<file path="src/rtl/inst_fetch_buffer.sv">
// inst_fetch_buffer: in-order decoupling FIFO between the IF and ID stages.
// Each entry carries the PC, the instruction word and the IF-side exception
// fields. Head data is driven straight from storage, so an entry pushed on
// one edge becomes visible just after that edge; there is no bypass path.
module inst_fetch_buffer #(
    parameter  int unsigned DEPTH = 4,
    localparam int unsigned PTR_W = $clog2(DEPTH)
) (
    input  logic             clk,
    input  logic             reset,
    input  logic             flush,

    input  logic             in_valid,
    output logic             in_allowin,
    input  logic [31:0]      in_pc,
    input  logic [31:0]      in_inst,
    input  logic             in_ex,
    input  logic [4:0]       in_exccode,
    input  logic [31:0]      in_badvaddr,
    input  logic             in_tlb_refill,
    input  logic             in_bd,

    output logic             out_valid,
    input  logic             out_allowin,
    output logic [31:0]      out_pc,
    output logic [31:0]      out_inst,
    output logic             out_ex,
    output logic [4:0]       out_exccode,
    output logic [31:0]      out_badvaddr,
    output logic             out_tlb_refill,
    output logic             out_bd,

    output logic [PTR_W:0]   count
);

    localparam int unsigned CNT_W = PTR_W + 1;

    // One buffered instruction together with the exception state it carries.
    typedef struct packed {
        logic [31:0] pc;
        logic [31:0] inst;
        logic        ex;
        logic [4:0]  exccode;
        logic [31:0] badvaddr;
        logic        tlb_refill;
        logic        bd;
    } fetch_entry_t;

    fetch_entry_t       r_mem [DEPTH];
    logic [PTR_W-1:0]   r_wr_ptr;
    logic [PTR_W-1:0]   r_rd_ptr;
    logic [CNT_W-1:0]   r_count;

    logic               w_full;
    logic               w_empty;
    logic               w_push;
    logic               w_pop;
    fetch_entry_t       w_in_entry;
    fetch_entry_t       w_head;

    // Occupancy flags and handshakes; allowin depends on state only, so a
    // full buffer refuses a push even when ID pops in the same cycle.
    always_comb begin
        w_full  = (r_count == CNT_W'(DEPTH));
        w_empty = (r_count == CNT_W'(0));
        w_push  = in_valid && !w_full;
        w_pop   = !w_empty && out_allowin;
    end

    // Pack the incoming fields into one storage word.
    always_comb begin
        w_in_entry            = '0;
        w_in_entry.pc         = in_pc;
        w_in_entry.inst       = in_inst;
        w_in_entry.ex         = in_ex;
        w_in_entry.exccode    = in_exccode;
        w_in_entry.badvaddr   = in_badvaddr;
        w_in_entry.tlb_refill = in_tlb_refill;
        w_in_entry.bd         = in_bd;
    end

    // Entry storage; not reset since pointers/count already mark it empty.
    always_ff @(posedge clk) begin
        if (w_push && !flush) begin
            r_mem[r_wr_ptr] <= w_in_entry;
        end
    end

    // Pointer and occupancy state; flush discards concurrent push and pop.
    always_ff @(posedge clk or posedge reset) begin
        if (reset) begin
            r_wr_ptr <= '0;
            r_rd_ptr <= '0;
            r_count  <= '0;
        end else if (flush) begin
            r_wr_ptr <= '0;
            r_rd_ptr <= '0;
            r_count  <= '0;
        end else begin
            if (w_push) begin
                r_wr_ptr <= r_wr_ptr + PTR_W'(1);
            end
            if (w_pop) begin
                r_rd_ptr <= r_rd_ptr + PTR_W'(1);
            end
            if (w_push && !w_pop) begin
                r_count <= r_count + CNT_W'(1);
            end else if (w_pop && !w_push) begin
                r_count <= r_count - CNT_W'(1);
            end
        end
    end

    // Head entry, forced to zero while the buffer is empty.
    always_comb begin
        w_head = '0;
        if (!w_empty) begin
            w_head = r_mem[r_rd_ptr];
        end
    end

    // Drive the output ports from state.
    always_comb begin
        in_allowin     = !w_full;
        out_valid      = !w_empty;
        out_pc         = w_head.pc;
        out_inst       = w_head.inst;
        out_ex         = w_head.ex;
        out_exccode    = w_head.exccode;
        out_badvaddr   = w_head.badvaddr;
        out_tlb_refill = w_head.tlb_refill;
        out_bd         = w_head.bd;
        count          = r_count;
    end

    // Occupancy must stay within 0..DEPTH.
    a_count_bound: assert property (@(posedge clk) disable iff (reset)
        r_count <= CNT_W'(DEPTH));

endmodule

</file>
<file path="config.mk">
export PLATFORM = sky130hd
export DESIGN_NAME = inst_fetch_buffer
export DESIGN_NICKNAME = d
export VERILOG_FILES = /design/src/rtl/inst_fetch_buffer.sv
export SDC_FILE = /design/constraint.sdc
export NUM_CORES = 1
export LEC_CHECK = 0
export ABC_CLOCK_PERIOD_IN_PS = 4019
export BUFFER_PORTS_ARGS = -buffer_cell sky130_fd_sc_hd__buf_2
export CORE_ASPECT_RATIO = 1.2
export CORE_MARGIN = 2
export CORE_UTILIZATION = 25
export CTS_BUF_LIST = sky130_fd_sc_hd__clkbuf_16
export CTS_CLUSTER_SIZE = 10
export DETAILED_ROUTE_END_ITERATION = 6
export PLACE_DENSITY_LB_ADDON = 0.08
export SLEW_MARGIN = 30
export SYNTH_ARGS = -nofsm -noshare
export SYNTH_HDL_FRONTEND = slang
export SYNTH_SLANG_ARGS = --single-unit
</file>
<file path="constraint.sdc">
create_clock -name clk -period 4.02 [get_ports clk]
set_input_delay 0.603 -clock clk [delete_from_list [all_inputs] [get_ports clk]]
set_output_delay 0.603 -clock clk [all_outputs]
set_load 0.02 [all_outputs]
</file>
======== Word level (Yosys, flattened, before mapping) ========
Memory sizes are Yosys's and may differ from the RTL's.
Index checks and enable logic that the tools add are counted.
cells by class
  reductions and logical operators ........ 14
  $add $sub $neg .......................... 4
  equal/unequal tests ..................... 1
  muxes and demuxes ....................... 10
operators with widths
  kind                 count
  $mux 104             1
  $mux 3               3
  $mux 2               4
  $logic_and 1x1->1    5
  $logic_not 1->1      5
  $add 2x1->2 const B  2
  $reduce_bool 2->1    2
  $add 3x1->3 const B  1
  $eq 3x3->1 const B   1
  $logic_not 3->1      1
  $reduce_bool 3->1    1
  $sub 3x1->3 const B  1
  $mux 1               2
storage, ports and cells
  RAM bits ................................ 416
  memories kept ........................... 1
  bits in registers ....................... 7
  output and inout bits ................... 109
  input bits .............................. 109
memory list
  name   depth  width  read ports  clocked after Yosys merged registers in  write ports  RTL line  text
  r_mem  4      104    1           0                                        1            49        fetch_entry_t r_mem [DEPTH];

======== Longest topological paths before layout ========
Gate-level depths: netlist of run 1.
  depth after elaboration ................. 8
  mapped depth ............................ 8

======== Worst setup path before layout of run 1 ========
OpenSTA, ideal clock, no wires.
  path kind ............................... input port to flip-flop
  start point ............................. input port in_valid
  end point ............................... memory r_mem[2][0] (netlist bit) (enable)
  arrival ................................. 3.635 ns
  data required time ...................... 3.545 ns
  path buffers ............................ 1
  slack ................................... -0.090 ns
  library setup time ...................... 0.475 ns
  stages on the path ...................... 4
  cells stage by stage .................... clkbuf_1 inv_1 nor3_1 and2_1
between the ends
  cells in the longest elaborated chain, start to end .. 4
RTL lines
  item                          RTL line  text
  start: declaration            13        input logic in_valid,
  $logic_and 1x1->1             66        w_push = in_valid && !w_full;
  $logic_and 1x1->1             84        if (w_push && !flush) begin
  $mux 1                        84
  $mux 1 (implied by the code)  85        r_mem[r_wr_ptr] <= w_in_entry;
  end: declaration              49
No other way between the ends.

======== Worst setup path after layout of run 1 ========
  start point ............................. register r_rd_ptr[0]
  end point ............................... output port out_inst[30]
between the ends
  cells in the longest elaborated chain, start to end .. 2
RTL lines
  item                      RTL line  text
  start: declaration        51        logic [PTR_W-1:0] r_rd_ptr;
  start signal: assignment  104       r_rd_ptr <= r_rd_ptr + PTR_W'(1);
  $mem_v2 4x104             n/a
  $mux 104                  117       if (!w_empty) begin
  end: declaration          26        output logic [31:0] out_inst,
No other way between the ends.

==> reports/metrics.cfg, run 1 <==
[run_status]
status=completed

[yosys]
synth_adder_area_share_pct=0.431
syn-instance-count=724
synth_top_family_by_area=multiplexers
synthXorXnorAreaFrac_pct=0.108
synthSimpleGateAreaFrac_pct=4.59
syn_area_mm2=0.0162
ys_seq_area_share_pct=78.0
avgSynthCellArea_um2=22.4
ys_types=34
synth-seq-cells=423
synth_nets=838
synth.area.mux_share_pct=14.5
synth_compound_area_share_pct=0.708
synth_warnings=0

[detailed_routing]
drt_iter0_drc=374
drt_pass1_iterations=5
num_vias=7883
viasPerCell=4.32
drc=0
wl_mm=39.8
ant_nets=0
wl_per_cell_um=21.8

[final_layout]
final_common_cell=edfxtp_1
syn_to_final_growth_pct=22.3
drive_gt1_share_pct=40.9
fin_nets=1088
fin_util_pct=30.8
final_cell_mix=416 x edfxtp_1, 217 x buf_2, 104 x mux4_2, 104 x and2_1, 53 x clkbuf_16
fillerInstances=6257

[sta]
skew_ns=0.0154
max_freq_mhz=308
setup_tns_ns=0
rsz0062_at_grt=false
timing.final.max_slew_violations=0
post-route-period-util_pct=80.8
setup_ws_ns=0.774
slew_headroom_pct=53.8
finalHoldViolCount=0
period_needed_ns=3.25
finalSetupViolCount=0
tightest_slew_ns=0.693

[clock_network]
root_buffer=clkbuf_16
cts_resized=0
clk_latency_ns=0.58
cts_tree=done
numCtsBuffers=50
cts_buffer_depth=3
clock_sinks=423
cts_hold_buf=1
h-tree-depth=2
path_clk_slew_ns=0.05
cts_setup_buffers=0

[grt]
antenna_found_initial=5
grt_pass1_wl_mm=58.8
grt_pass1_vias=8741
grt_usage_pct=11.9
grt_max_degree=52
grt-ovfl-total=0

[power_and_ir_drop]
netSwitchingPower_mw=4.13
p_comb_share_pct=29.6
vdd_drop_max_mv=0.327
powerDensity_mw_per_mm2=659
p_int_mw=8.97
switching_share_pct=31.5
p_total_mw=13.1
leakagePower_nw=6.71
clkPwrFrac_pct=30.4
power_frac_seq_pct=40.0

[worst_setup_path]
critPathLaunchType=flop
r2r_start=count[0]
critPathArrivalTime_ns=2.64
critPathMaxFanout=19
required_ns=3.42
critPathLaunch=r_rd_ptr[0]
timing_worst_setup_path_type=flop to output port
worstSetupEndpointType=output port

[min_path]
min_from=in_badvaddr[28]
hold_path_class=input pin to flop

[die]
num_io_pins=218
fp.dieW_um=237
fp.dieH_um=283
rows=102
die_area_mm2=0.0671
start_util_pct=25.2
coreArea_mm2=0.0644

[job]
max_cap_viol_count=0

[place]
place_congestion=0.669
dp_hpwl_mm=23.3
place_ws_ns=1.28
io_buffers=217

## worst paths after layout
kind                                end  slack [ns]  cells past startpoint
max                        out_inst[30]        0.77                      4
min                        r_mem[2][30]        0.25                      1
max reg2reg                 r_mem[0][9]        1.54                      4
min reg2reg                 r_wr_ptr[1]        0.63                      2
max in group asynchronous   r_rd_ptr[1]        3.24                      3
min in group asynchronous      count[2]        0.51                      3
## cell families (layout without fill, tap and decap cells)
kind of cell               after synthesis  in the layout
other                                    0              1
AOI/OAI and AO/OA                       16             16
buffers and inverters                   50            318
xor gates and xnor gates                 2              2
DFF                                    423            423
muxes                                  106            106
adders and majority gates                5              5
and+or+nand+nor                        122            122
## layout make-up
type,count,area (um^2),area share (%)
antenna,1,2.50,0.0126
tap,832,1040,5.24
sequential,423,12700,63.8
clock buffer,53,1330,6.67
inverter,9,33.8,0.170
clock inverter,17,70.1,0.352
multi-input combinational,251,3330,16.7
timing repair buffer,239,1400,7.06
## metrics by stage
step	std cells	hold slack [ns]	cell area (um^2)
after floorplan	724	0.406	16300
after global placement	1753	0.563	18500
after detailed placement	1753	0.568	18500
after CTS	1824	0.191	19900
after global routing	1824	0.207	19900
final	1825	0.248	19900
## worst max-delay path, stage by stage, from the launching register on
cell and delay (ns):
dfrtp_4 0.72, buf_4 0.42, mux4_2 0.55, and2_1 0.20
buf_2 0.16
## Yosys cell counts
cell type / count / area, um^2
a211o_1: 1 / 8.76
a211oi_1: 1 / 7.51
a21o_1: 1 / 7.51
a21oi_1: 2 / 10.0
a311oi_1: 1 / 8.76
a31o_2: 1 / 8.76
and2_1: 108 / 676
and3_1: 1 / 6.26
and3b_1: 1 / 8.76
buf_1: 1 / 3.75
buf_2: 17 / 85.1
buf_6: 8 / 90.1
clkbuf_1: 14 / 52.6
clkbuf_2: 1 / 5.00
dfrtp_1: 7 / 175
edfxtp_1: 416 / 12500
fa_1: 1 / 20.0
ha_1: 4 / 50.1
inv_1: 9 / 33.8
mux2_2: 1 / 11.3
mux2i_1: 1 / 10.0
mux4_2: 104 / 2340
nand3_1: 2 / 10.0
nor2_1: 7 / 26.3
nor3_1: 1 / 5.00
nor3b_1: 1 / 7.51
o211a_1: 1 / 10.0
o211ai_1: 1 / 7.51
o21a_1: 1 / 7.51
o21ai_0: 3 / 15.0
o311ai_0: 1 / 8.76
o31ai_1: 2 / 15.0
or3_1: 1 / 6.26
xor2_1: 2 / 17.5
## flip-flops by register name, summed over array words and instances, names as in the netlist
register  cells
r_rd_ptr      2
r_mem       416
count         3
r_wr_ptr      2
## per-layer routing
metal	up-vias	GRT usage (%)	part of all wire (%)
met5	-	0	0.14
met1	4185	15.2	43
met2	186	19.6	49
met3	67	3.19	5.2
met4	8	3.58	2.3
li1	3437	-	-
## power groups by stage
stage	registers, mW	logic [mW]	clock network (mW)
floorplan	5.24	2.66	0
global placement	5.34	4.06	0
detailed placement	5.34	4.04	0
CTS	5.25	4.06	4.17
global route	5.27	4.23	4.32
finish	5.24	3.88	3.98
No activity file was read; power rests on OpenSTA's default activity.
==> run 2: changes to the inputs <==
--- a/config.mk
+++ b/config.mk
@@ -5,7 +5,7 @@
 export SDC_FILE = /design/constraint.sdc
 export NUM_CORES = 1
 export LEC_CHECK = 0
-export ABC_CLOCK_PERIOD_IN_PS = 4019
+export ABC_CLOCK_PERIOD_IN_PS = 3200
 export BUFFER_PORTS_ARGS = -buffer_cell sky130_fd_sc_hd__buf_2
 export CORE_ASPECT_RATIO = 1.2
 export CORE_MARGIN = 2
==> constraint.sdc (replaced) <==
create_clock -name clk -period 3.2 [get_ports clk]
set_input_delay 0.48 -clock clk [delete_from_list [all_inputs] [get_ports clk]]
set_output_delay 0.48 -clock clk [all_outputs]
set_load 0.02 [all_outputs]
==> reports/metrics.cfg, run 2 (synthesis results as in run 1) <==
[final_layout]
syn_to_final_growth_pct=22.4  ; about the same
fillerInstances=6249  ; -0.13%
top_register=r_mem
final_cell_mix=416 x edfxtp_1, 217 x buf_2, 104 x mux4_2, 104 x and2_1, 51 x clkbuf_16
final_common_cell=edfxtp_1
drive_gt1_share_pct=40.7  ; -0.22 points
fin_nets=1088  ; unchanged
largest_reg_flops=416  ; unchanged
register_area_mm2=0.0127  ; unchanged
multiInputGateArea_mm2=0.00333  ; unchanged
fin_cells=1830  ; +0.27%

[sta]
setup_tns_ns=0  ; unchanged
finalSetupViolCount=0  ; unchanged
rsz0062_at_grt=false
slew_headroom_pct=64.3  ; +10 points
max_freq_mhz=342
tightest_slew_ns=0.535  ; -0.157 ns
skew_ns=0.0104  ; -0.00498 ns
timing.final.max_slew_violations=0  ; unchanged
finalHoldViolCount=0  ; unchanged
post-route-period-util_pct=91.4
period_needed_ns=2.92

[die]
fp.dieH_um=283  ; unchanged
num_io_pins=218  ; unchanged
fp.dieW_um=237  ; unchanged
coreArea_mm2=0.0644  ; unchanged
die_area_mm2=0.0671  ; unchanged
start_util_pct=25.2  ; unchanged
rows=102  ; unchanged

[worst_setup_path]
worstSetupEndpointType=output port
critPathArrivalTime_ns=2.44  ; -0.20 ns
r2r_start=count[1]
critPathLaunchType=flop
critPathMaxFanout=44  ; +25
timing_worst_setup_path_type=flop to output port
r2r_cells=7  ; +3
rrSetupSlack_ns=0.82  ; -0.72 ns
required_ns=2.72  ; -0.70 ns
timing.rr.end=count[2]

[grt]
grt-ovfl-total=0  ; unchanged
antenna_found_initial=4  ; -1
grt_usage_pct=11.7  ; -0.13 points
grt_max_degree=64  ; +23%
grt_pass1_wl_mm=58.2  ; -1.1%
grt_pass1_vias=8683  ; -0.66%

[power_and_ir_drop]
leakagePower_nw=6.73  ; +0.21%
powerDensity_mw_per_mm2=823  ; +25%
vdd_drop_max_mv=0.433  ; +33%

[place]
placed_cells=1754  ; +0.057%
place_congestion=0.687  ; +2.8%
dp_hpwl_mm=22.7  ; -2.7%
io_buffers=217  ; unchanged

[detailed_routing]
drt_iter0_drc=356  ; -4.8%
viasPerCell=4.28  ; -0.84%
drc=0  ; unchanged
num_vias=7838  ; -0.57%
drt_pass1_iterations=4  ; -1
ant_nets=0  ; unchanged
wl_mm=39.0  ; -2.1%
wl_per_cell_um=21.3  ; -2.4%

[min_path]
whs_path_depth=1  ; unchanged
min_from=in_exccode[0]
min_to=r_mem[2][34]
hold_path_class=input pin to flop

[clock_network]
path_clk_slew_ns=0.05  ; about the same
numCtsBuffers=49  ; -2.0%
cts_buffer_depth=3  ; unchanged
clock_sinks=423  ; unchanged
cts_tree=done
clk_latency_ns=0.57  ; about the same
root_buffer=clkbuf_16
cts_setup_buffers=0  ; unchanged
h-tree-depth=2  ; unchanged

[job]
max_cap_viol_count=0  ; unchanged

[run_status]
status=completed

==> run 2: changes by cell type in the layout (fill, tap and decap cells not counted), sizes merged <==
cell / before / now
buf: 238 / 239
clkbuf: 53 / 51
clkinv: 5 / 3
diode: 1 / 3
inv: 21 / 27
==> run 2: layer usage <==
metal | global-route usage, % | wire, um | vias up
met5 | 0 | 54 | -
met2 | 19.6 | 19200 | 183
met1 | 15.0 | 16800 | 4144
met4 | 3.29 | 813 | 8
li1 | - | - | 3441
met3 | 3.08 | 2150 | 62
==> run 2: final cells by class <==
cell class,count,area share [%]
diodes,3,0.0377
inverters,9,0.170
clock buffers,51,6.42
multi-input cells,251,16.7
well taps,832,5.23
clock inverters,21,0.428
repair buffers,240,7.28
flip-flops and latches,423,63.7
==> run 2: worst max path at each step <==
stage / from / depth (start not counted) / endpoint / slack, ns
after CTS: r_rd_ptr[0] / 4 / out_badvaddr[11] / 0.15
final: r_rd_ptr[0] / 4 / out_inst[21] / 0.28
after global routing: count[0] / 4 / out_inst[21] / 0.09
after global placement: r_rd_ptr[0] / 4 / out_pc[0] / 0.78
after detailed placement: count[0] / 4 / out_inst[21] / 0.78
after floorplan: in_valid / 4 / r_mem[0][0] / 0.36
==> run 2: where the power goes <==
part           internal, mW  total [mW]  switching, mW  leakage (nW)
sequential             6.39        6.52          0.126          3.87
combinational          2.02        4.97           2.95          2.13
clock                  2.81        4.89           2.08         0.731
==> run 2: critical path: stages, from the launching register on <==
cell	delay (ns)
dfrtp_4	0.52
buf_12	0.35
mux4_2	0.56
and2_1	0.20
buf_2	0.16
==> run 2: what timing repair did <==
item	in CTS	in global routing
hold buffers	1	0
endpoints found under the hold margin	7	0
resized for setup	0	0
==> run 2: stage by stage <==
step           hold WS (ns)  setup WS (ns)  power [mW]  instance area [um^2]  utilization, %
2_1_floorplan         0.283          0.360        9.93                 16300               -
3_3_place_gp          0.464          0.779        11.8                 18500            28.7
3_5_place_dp          0.460          0.785        11.8                 18500            28.7
4_1_cts              0.0691          0.151        16.8                 19900            30.9
5_1_grt              0.0917         0.0898        17.3                 19900            30.9
6_report              0.122          0.276        16.4                 19900            30.9
==> run 3: changes to the inputs <==
--- a/config.mk
+++ b/config.mk
@@ -7,13 +7,15 @@
 export LEC_CHECK = 0
 export ABC_CLOCK_PERIOD_IN_PS = 3200
 export BUFFER_PORTS_ARGS = -buffer_cell sky130_fd_sc_hd__buf_2
+export CAP_MARGIN = 20
 export CORE_ASPECT_RATIO = 1.2
 export CORE_MARGIN = 2
-export CORE_UTILIZATION = 25
+export CORE_UTILIZATION = 35
 export CTS_BUF_LIST = sky130_fd_sc_hd__clkbuf_16
 export CTS_CLUSTER_SIZE = 10
 export DETAILED_ROUTE_END_ITERATION = 6
 export PLACE_DENSITY_LB_ADDON = 0.08
+export REMOVE_ABC_BUFFERS = 1
 export SLEW_MARGIN = 30
 export SYNTH_ARGS = -nofsm -noshare
 export SYNTH_HDL_FRONTEND = slang
==> reports/metrics.cfg, run 3 (synthesis results as in run 1) <==
[run_status]
status=completed

[grt]
grt_max_degree=65  ; +1.6%
grt_pass1_wl_mm=52.7  ; -9.5%
grt_usage_pct=14.7  ; +3.0 points
antenna_found_initial=6  ; +2
grt_pass1_vias=8454  ; -2.6%
grt-ovfl-total=0  ; unchanged

[power_and_ir_drop]
p_int_mw=11.2  ; -0.11%
leakagePower_nw=6.70  ; -0.33%
p_comb_share_pct=30.6  ; +0.2 points
power_frac_seq_pct=40.5  ; +0.7 points
powerDensity_mw_per_mm2=827  ; +0.40%
netSwitchingPower_mw=5.01  ; -2.8%
vdd_drop_max_mv=0.447  ; +3.2%
switching_share_pct=30.9  ; -0.60 points
clkPwrFrac_pct=28.9  ; -0.9 points

[die]
fp.dieH_um=240  ; -15%
fp.dieW_um=201  ; -15%
die_area_mm2=0.0482  ; -28%
rows=86  ; -16%
start_util_pct=35.4  ; +10 points
coreArea_mm2=0.0458  ; -29%
num_io_pins=218  ; unchanged

[min_path]
whs_path_depth=1  ; unchanged
min_from=in_inst[7]
hold_path_class=input pin to flop
min_to=r_mem[0][47]

[clock_network]
cts_resized=0  ; unchanged
clock_sinks=423  ; unchanged
root_buffer=clkbuf_16
numCtsBuffers=49  ; unchanged
clk_latency_ns=0.57  ; about the same
cts_buffer_depth=3  ; unchanged
path_clk_slew_ns=0.06  ; about the same
cts_tree=done
h-tree-depth=2  ; unchanged

[sta]
tightest_slew_ns=0.501  ; -0.0345 ns
post-route-period-util_pct=91.0  ; -0.37 points
finalHoldViolCount=0  ; unchanged
rsz0062_at_grt=false
period_needed_ns=2.91  ; -0.0120 ns
skew_ns=0.0224  ; +0.0119 ns
slew_headroom_pct=66.6  ; +2.3 points
timing.final.max_slew_violations=0  ; unchanged
max_freq_mhz=343  ; +0.41%
finalSetupViolCount=0  ; unchanged

[worst_setup_path]
critPathArrivalTime_ns=2.43  ; about the same
critPathLaunchType=flop
timing_worst_setup_path_type=flop to output port
rrSetupSlack_ns=0.69  ; -0.13 ns
required_ns=2.72  ; about the same
worstSetupEndpointType=output port
r2r_cells=7  ; unchanged
timing.rr.end=count[2]
r2r_start=count[1]
critPathMaxFanout=13  ; -70%

[detailed_routing]
wl_per_cell_um=22.0  ; +3.4%
wl_mm=35.4  ; -9.1%
drt_iter0_drc=370  ; +3.9%
drc=0  ; unchanged
drt_pass1_iterations=6  ; +2
num_vias=7728  ; -1.4%
ant_nets=0  ; unchanged
viasPerCell=4.80  ; +12%

[place]
place_area_mm2=0.0183  ; -1.2%
dp_hpwl_mm=20.9  ; -7.8%
io_buffers=217  ; unchanged
place_congestion=0.697  ; +1.4%
placed_cells=1541  ; -12%

[final_layout]
final_common_cell=edfxtp_1
drive_gt1_share_pct=40.9  ; +0.22 points
syn_to_final_growth_pct=20.8
fin_nets=1092  ; +0.37%
largest_reg_flops=416  ; unchanged
fin_cells=1609  ; -12%
top_register=r_mem
final_cell_mix=416 x edfxtp_1, 217 x buf_2, 104 x mux4_2, 104 x and2_1, 49 x clkbuf_16
final_area_mm2=0.0196  ; -1.4%

[job]
max_cap_viol_count=0  ; unchanged

-- run 3: cell types whose count changed in the layout (fill, tap and decap cells not counted), sizes merged --
cell	previous run	this run
diode	3	1
clkinv	3	4
inv	27	21
clkbuf	51	49
buf	239	243
-- run 3: cell type report --
type | count | area [um^2]
antenna | 1 | 2.50
clock buffer | 49 | 1230
clock inverter | 16 | 65.1
fill | 4124 | 26200
inverter | 9 | 33.8
multi-input combinational | 251 | 3330
sequential | 423 | 12700
tap | 616 | 771
timing repair buffer | 244 | 1520
-- run 3: stage by stage --
| stage | setup TNS, ns | hold WS (ns) | power [mW] | utilization (%) | setup slack (ns) |
|---|---|---|---|---|---|
| after floorplan | -509.68 | 0.283 | 9.89 | - | -2.24 |
| after global placement | 0 | 0.441 | 11.8 | 39.9 | 0.677 |
| after detailed placement | 0 | 0.444 | 11.8 | 39.9 | 0.678 |
| after CTS | 0 | 0.0813 | 16.5 | 42.7 | 0.0453 |
| after global routing | 0 | 0.102 | 17.0 | 42.8 | 0.139 |
| final | 0 | 0.129 | 16.2 | 42.8 | 0.288 |
-- run 3: metal layers --
metal,wire length (um),global-route usage [%]
met5,61,0
met2,17700,24.2
met4,671,4.09
met3,2120,4.50
met1,14900,19.1
-- run 3: worst max path at each step --
stage / endpoint / depth (start not counted) / slack (ns) / startpoint
final: out_exccode[2] / 4 / 0.29 / r_rd_ptr[0]
after CTS: out_exccode[2] / 4 / 0.05 / r_rd_ptr[0]
after global routing: out_inst[17] / 4 / 0.14 / r_rd_ptr[0]
after floorplan: out_badvaddr[0] / 2 / -2.24 / r_rd_ptr[0]
after detailed placement: out_exccode[2] / 4 / 0.68 / r_rd_ptr[0]
after global placement: out_inst[17] / 4 / 0.68 / r_rd_ptr[0]
-- run 3: critical path, cell delays in order, from the launching register on --
cell and delay [ns]:
dfrtp_4 0.70, buf_4 0.31, mux4_2 0.51, and2_1 0.17
buf_2 0.15
-- run 3: what timing repair did --
item / CTS / global route
setup endpoints to repair: 0 / 4
setup buffers: 0 / 1
hold buffers: 1 / 0
hold endpoints to repair: 7 / 0
-- run 3: power groups by stage --
stage | Clock (mW) | Combinational [mW] | Sequential (mW)
after global routing | 5.07 | 5.37 | 6.60
final | 4.69 | 4.96 | 6.57
after global placement | 0 | 5.05 | 6.72
after CTS | 4.88 | 5.05 | 6.61
after floorplan | 0 | 2.98 | 6.91
after detailed placement | 0 | 5.04 | 6.72
